## config.mk

```make
export PLATFORM = sky130hd
export DESIGN_NAME = instr_sequencer
export DESIGN_NICKNAME = d
export VERILOG_FILES = /design/src/rtl/instr_sequencer.sv
export SDC_FILE = /design/constraint.sdc
export NUM_CORES = 1
export LEC_CHECK = 0
export ABC_CLOCK_PERIOD_IN_PS = 2400
export BUFFER_PORTS_ARGS = -buffer_cell sky130_fd_sc_hd__buf_2
export CAP_MARGIN = 20
export CORE_MARGIN = 4
export CORE_UTILIZATION = 35
export DETAILED_ROUTE_END_ITERATION = 10
export GPL_TIMING_DRIVEN = 0
export PLACE_DENSITY_LB_ADDON = 0.3
export SLEW_MARGIN = 20
export SYNTH_ARGS = -nofsm -noshare
export SYNTH_HDL_FRONTEND = slang
export SYNTH_SLANG_ARGS = --single-unit
```

## constraint.sdc

```tcl
create_clock -name Clock -period 2.4 [get_ports Clock]
set_input_delay 0.12 -clock Clock [delete_from_list [all_inputs] [get_ports Clock]]
set_output_delay 0.12 -clock Clock [all_outputs]
set_load 0.01 [all_outputs]
```

## src/rtl/instr_sequencer.sv

```systemverilog
// Run/Done initiator: fetches instruction words (plus the mvi immediate) from a
// synchronous-read program memory and issues them to the processor one at a time.
module instr_sequencer #(
  parameter int unsigned ADDR_W  = 5,
  parameter int unsigned DATA_W  = 16,
  parameter int unsigned TIMEOUT = 15
) (
  input  logic              Clock,
  input  logic              Resetn,
  input  logic              Start,
  input  logic              Stop,
  output logic [ADDR_W-1:0] MemAddr,
  input  logic [DATA_W-1:0] MemData,
  output logic [DATA_W-1:0] DIN,
  output logic              Run,
  input  logic              Done,
  output logic [ADDR_W-1:0] PC,
  output logic [7:0]        InstrCount,
  output logic              Busy,
  output logic              Halt,
  output logic              Err
);

  localparam int unsigned IR_W  = 9;
  localparam int unsigned TMR_W = $clog2(TIMEOUT + 1);
  localparam int unsigned CNT_W = 8;

  localparam logic [3:0] S_IDLE    = 4'd0;
  localparam logic [3:0] S_FETCH_I = 4'd1;
  localparam logic [3:0] S_CAPT_I  = 4'd2;
  localparam logic [3:0] S_FETCH_D = 4'd3;
  localparam logic [3:0] S_CAPT_D  = 4'd4;
  localparam logic [3:0] S_ISSUE   = 4'd5;
  localparam logic [3:0] S_EXEC    = 4'd6;
  localparam logic [3:0] S_GAP     = 4'd7;
  localparam logic [3:0] S_HALT    = 4'd8;
  localparam logic [3:0] S_ERROR   = 4'd9;

  localparam logic [2:0] OP_MVI  = 3'b001;
  localparam logic [2:0] OP_HALT = 3'b111;

  logic [3:0]        state, state_n;
  logic [IR_W-1:0]   ir, ir_n;
  logic [DATA_W-1:0] imm, imm_n;
  logic [TMR_W-1:0]  timer, timer_n;
  logic [ADDR_W-1:0] mem_addr_n, pc_n;
  logic [DATA_W-1:0] din_n;
  logic [CNT_W-1:0]  cnt_n;
  logic              run_n, busy_n, halt_n, err_n;
  logic              is_mvi;

  assign is_mvi = (ir[8:6] == OP_MVI);

  // State register plus all registered outputs; reset is synchronous.
  always_ff @(posedge Clock) begin
    if (!Resetn) begin
      state      <= S_IDLE;
      ir         <= '0;
      imm        <= '0;
      timer      <= '0;
      MemAddr    <= '0;
      PC         <= '0;
      DIN        <= '0;
      InstrCount <= '0;
      Run        <= 1'b0;
      Busy       <= 1'b0;
      Halt       <= 1'b0;
      Err        <= 1'b0;
    end else begin
      state      <= state_n;
      ir         <= ir_n;
      imm        <= imm_n;
      timer      <= timer_n;
      MemAddr    <= mem_addr_n;
      PC         <= pc_n;
      DIN        <= din_n;
      InstrCount <= cnt_n;
      Run        <= run_n;
      Busy       <= busy_n;
      Halt       <= halt_n;
      Err        <= err_n;
    end
  end

  // Next-state and next-output decode; DIN is loaded on entry to ISSUE and EXEC.
  always_comb begin
    state_n    = state;
    ir_n       = ir;
    imm_n      = imm;
    timer_n    = timer;
    mem_addr_n = MemAddr;
    pc_n       = PC;
    din_n      = DIN;
    cnt_n      = InstrCount;

    case (state)
      S_IDLE: begin
        if (Start) state_n = S_FETCH_I;
      end
      S_FETCH_I: begin
        mem_addr_n = PC;
        state_n    = S_CAPT_I;
      end
      S_CAPT_I: begin
        ir_n = MemData[IR_W-1:0];
        pc_n = PC + ADDR_W'(1);
        case (MemData[8:6])
          OP_HALT: state_n = S_HALT;
          OP_MVI:  state_n = S_FETCH_D;
          default: begin
            state_n = S_ISSUE;
            din_n   = DATA_W'(MemData[IR_W-1:0]);
          end
        endcase
      end
      S_FETCH_D: begin
        mem_addr_n = PC;
        state_n    = S_CAPT_D;
      end
      S_CAPT_D: begin
        imm_n   = MemData;
        pc_n    = PC + ADDR_W'(1);
        din_n   = DATA_W'(ir);
        state_n = S_ISSUE;
      end
      S_ISSUE: begin
        timer_n = '0;
        din_n   = is_mvi ? imm : DATA_W'(ir);
        state_n = S_EXEC;
      end
      S_EXEC: begin
        // Done takes priority over a timeout landing in the same cycle.
        if (Done) begin
          cnt_n   = InstrCount + CNT_W'(1);
          state_n = S_GAP;
        end else if (timer == TMR_W'(TIMEOUT - 1)) begin
          state_n = S_ERROR;
        end else begin
          timer_n = timer + TMR_W'(1);
        end
      end
      S_GAP: begin
        state_n = (Stop || !Start) ? S_IDLE : S_FETCH_I;
      end
      S_HALT:  state_n = S_HALT;
      S_ERROR: state_n = S_ERROR;
      default: state_n = S_IDLE;
    endcase

    run_n  = (state_n == S_ISSUE) || (state_n == S_EXEC);
    busy_n = !((state_n == S_IDLE) || (state_n == S_HALT) || (state_n == S_ERROR));
    halt_n = (state_n == S_HALT);
    err_n  = (state_n == S_ERROR);
  end

endmodule

```

==> metrics <==
vias 2719; drt pass-1 iters 5; top cell type's share of synthesized area 46.9%; CTS clk-pin slew, worst paths 0.08 ns; actual slew at the worst max-slew pin 0.575 ns; final cycle utilization of the critical path 81.2%; critical path class reg2reg; Sequential Power Share 45.5%; antenna violations before repair 0; Tot GR Track Use 15.2%; CTS tree built; GRT busiest layer met2; ys flop type dfxtp_1; nature of the critical path startpoint flop; commonest non-fill, non-tap cell in the layout dfxtp_1; critical path's largest stage delay 0.48 ns; number of antenna-violating nets in the routed design 0; IO Count 59; ANT cells 0; CTS root buf clkbuf_8; Netlist cell types 51; CP Capture Type flop; GRT met2 Usage 24.5%; routing usage on met3 4.57%; area grow syn2layout 21.2%; largest net degree at the start of global routing 13; Psw 0.913 mW; pre-CTS setup slack 0.433 ns; Cells after Synth 352; WP buf/inv 2; Via density 5.10; fin util 44.0%; status complete, no violations; GPL Wtd Cong 0.854; drt total wl 7560 um; CTS HTree Levels 3; GRT overflow 0; FMAX 513 MHz; CP delay by family, top simple AND/OR/NAND/NOR gates; total power 2.95 mW; Int Pwr 2.04 mW; PortBufs 58; worst-case clock buffer depth 2; slew margin rel. 61.5%; Post-DP HPWL 5490 um; Worst-Skew Late Latency 0.34 ns; area of the core 8340 um^2; share of layout cells above drive strength 1 22.4%; met1 Usage GRT 19.3%; DIE AREA 10200 um^2; register area share after synthesis 46.9%; CP Max Fanout 10; post-synthesis register bit count 71; Die Ht 101 um; min setup slack post-route 0.451 ns; max-slew violation count 0; CP cell instances buf_2 -> nor4b_2 -> a21oi_1 -> buf_2 -> a22oi_1 -> nor2_1; Ys Warns 0; R2R Setup Slk 0.45 ns; global-route wire length before repair 12100 um; Placed Cells incl. Taps 515; crit path DAT 2.16 ns; DR iter-0 viols 80; PwrDens 804 nW/um^2; P_leak 1.49 nW; DIE WIDTH 101 um; Nets 448; most used cell, CP buf_2; Post-synth EDFFs 0; vias in the first global route 2439; Setup Skew 0.00962 ns; Mapped Avg Cell Area 8.61 um^2; largest area contributor in the netlist dfxtp_1; Syn Nets 377; Hold Crit Class in2reg; Clk pwr share 32.3%; clock sink total 71; Synth async-reset ratio 0%; Final Hold Viols 0; logic gate share of total power 22.2%; Post-Syn Area 3030 um^2; Final min period 1.95 ns; Slowest cell on crit path nor4b_2; CP required 2.61 ns; setup_tns 0 ns; Initial Util 36.3%; Remaining DRCs 0; Sw Share 30.9%; CTS Buf Count 9; RSZ-0062 raised after global routing false; row count 33; DR WL/cell 14.2 um; post-route insts no fill 533; commonest non-fill, non-tap cells in the layout dfxtp_1 (71), nand2_1 (70), buf_2 (67); setup violators final 0; VDD IR max 0.000410 V; max_cap viols 0; top cells by area, synth dfxtp_1 (47%), nand2_1 (8.7%), a21oi_1 (5.9%), nor2_1 (4.1%), mux2i_1 (4.0%)
[path summary, 6_finish.rpt]
check                    from      end  cells past startpoint
setup / recovery     state[2]  DIN[15]                      6
hold / removal    MemData[10]  imm[10]                      3
setup reg to reg     state[2]  DIN[15]                      6
hold reg to reg        DIN[8]   DIN[8]                      2
[power by group through the flow]
stage,clock (mW),combinational (mW),sequential [mW]
2_1_floorplan,0,0.427,1.39
3_3_place_gp,0,0.649,1.37
3_5_place_dp,0,0.659,1.37
4_1_cts,0.979,0.664,1.34
5_1_grt,1.04,0.728,1.36
6_report,0.953,0.656,1.34
[cells by family (layout without fill, tap and decap cells)]
logic type | Yosys count | after routing | share of synthesized area [%]
AND/OR/NAND/NOR | 153 | 153 | 25.2
AO/OA/AOI/OAI | 73 | 73 | 14.4
flip-flops | 71 | 71 | 46.9
buffers and inverters | 26 | 102 | 4.09
XOR/XNOR | 13 | 13 | 3.76
multiplexers | 12 | 12 | 3.96
adder cells (fa/ha/maj) | 4 | 4 | 1.65
[through the flow]
step,hold slack [ns],cell area [um^2]
final,0.0164,3670
after global routing,0.00225,3670
after CTS,0.00808,3670
after detailed placement,0.370,3450
after global placement,0.367,3450
after floorplan,0.241,3030
[tightest hold or removal path: cells and delay by family]
kind	cells	cell delay [ns]
AO/OA/AOI/OAI	1	0.05
AND/OR/NAND/NOR	1	0.05
buffers and inverters	1	0.10
[area by class of cell]
cell class                 instances  area [um^2]
buffer                            21          105
clock buffer                      12          145
clock inverter                     4         55.1
fill                             896         4670
inverter                           5         18.8
multi-input combinational        255         1490
sequential                        71         1420
tap                              105          131
timing repair buffer              60          310
[flip-flops by register name (all words and copies together), names as in the netlist]
register,count
state,4
PC,5
Run,1
ir,9
DIN,16
timer,4
MemAddr,5
Halt,1
imm,16
Err,1
InstrCount,8
Busy,1
[metal layers]
| layer | part of all wire, % | vias up | wire [um] |
|---|---|---|---|
| li1 | - | 1351 | - |
| met1 | 44 | 1278 | 3340 |
| met2 | 48 | 80 | 3660 |
| met3 | 6.4 | 10 | 481 |
| met4 | 1.0 | 0 | 77 |
| met5 | 0 | - | 0 |
[cells in the mapped netlist (2+ instances only)]
library cell / count
dfxtp_1: 71
nand2b_1: 3
ha_1: 4
nand3_1: 12
a22oi_1: 7
clkbuf_1: 7
inv_1: 5
nor3_2: 2
xnor2_1: 4
o21ai_0: 9
and2_1: 3
nor2_1: 33
nand4b_1: 2
buf_2: 9
a31oi_1: 2
o211ai_1: 2
nor3b_1: 5
buf_1: 2
and3_1: 4
a21oi_1: 36
buf_4: 2
nand2_1: 70
mux2i_1: 12
xor2_1: 9
o22ai_1: 2
o21ai_1: 6
nand4_1: 5
[timing repair]
item | in CTS | in global routing
hold buffers | 2 | 0
resized for setup | 0 | 0
endpoints found under the setup margin | 0 | 0
setup buffers | 0 | 0
hold endpoints to repair | 2 | 0
Note: power is estimated with default switching activity, not from simulation.
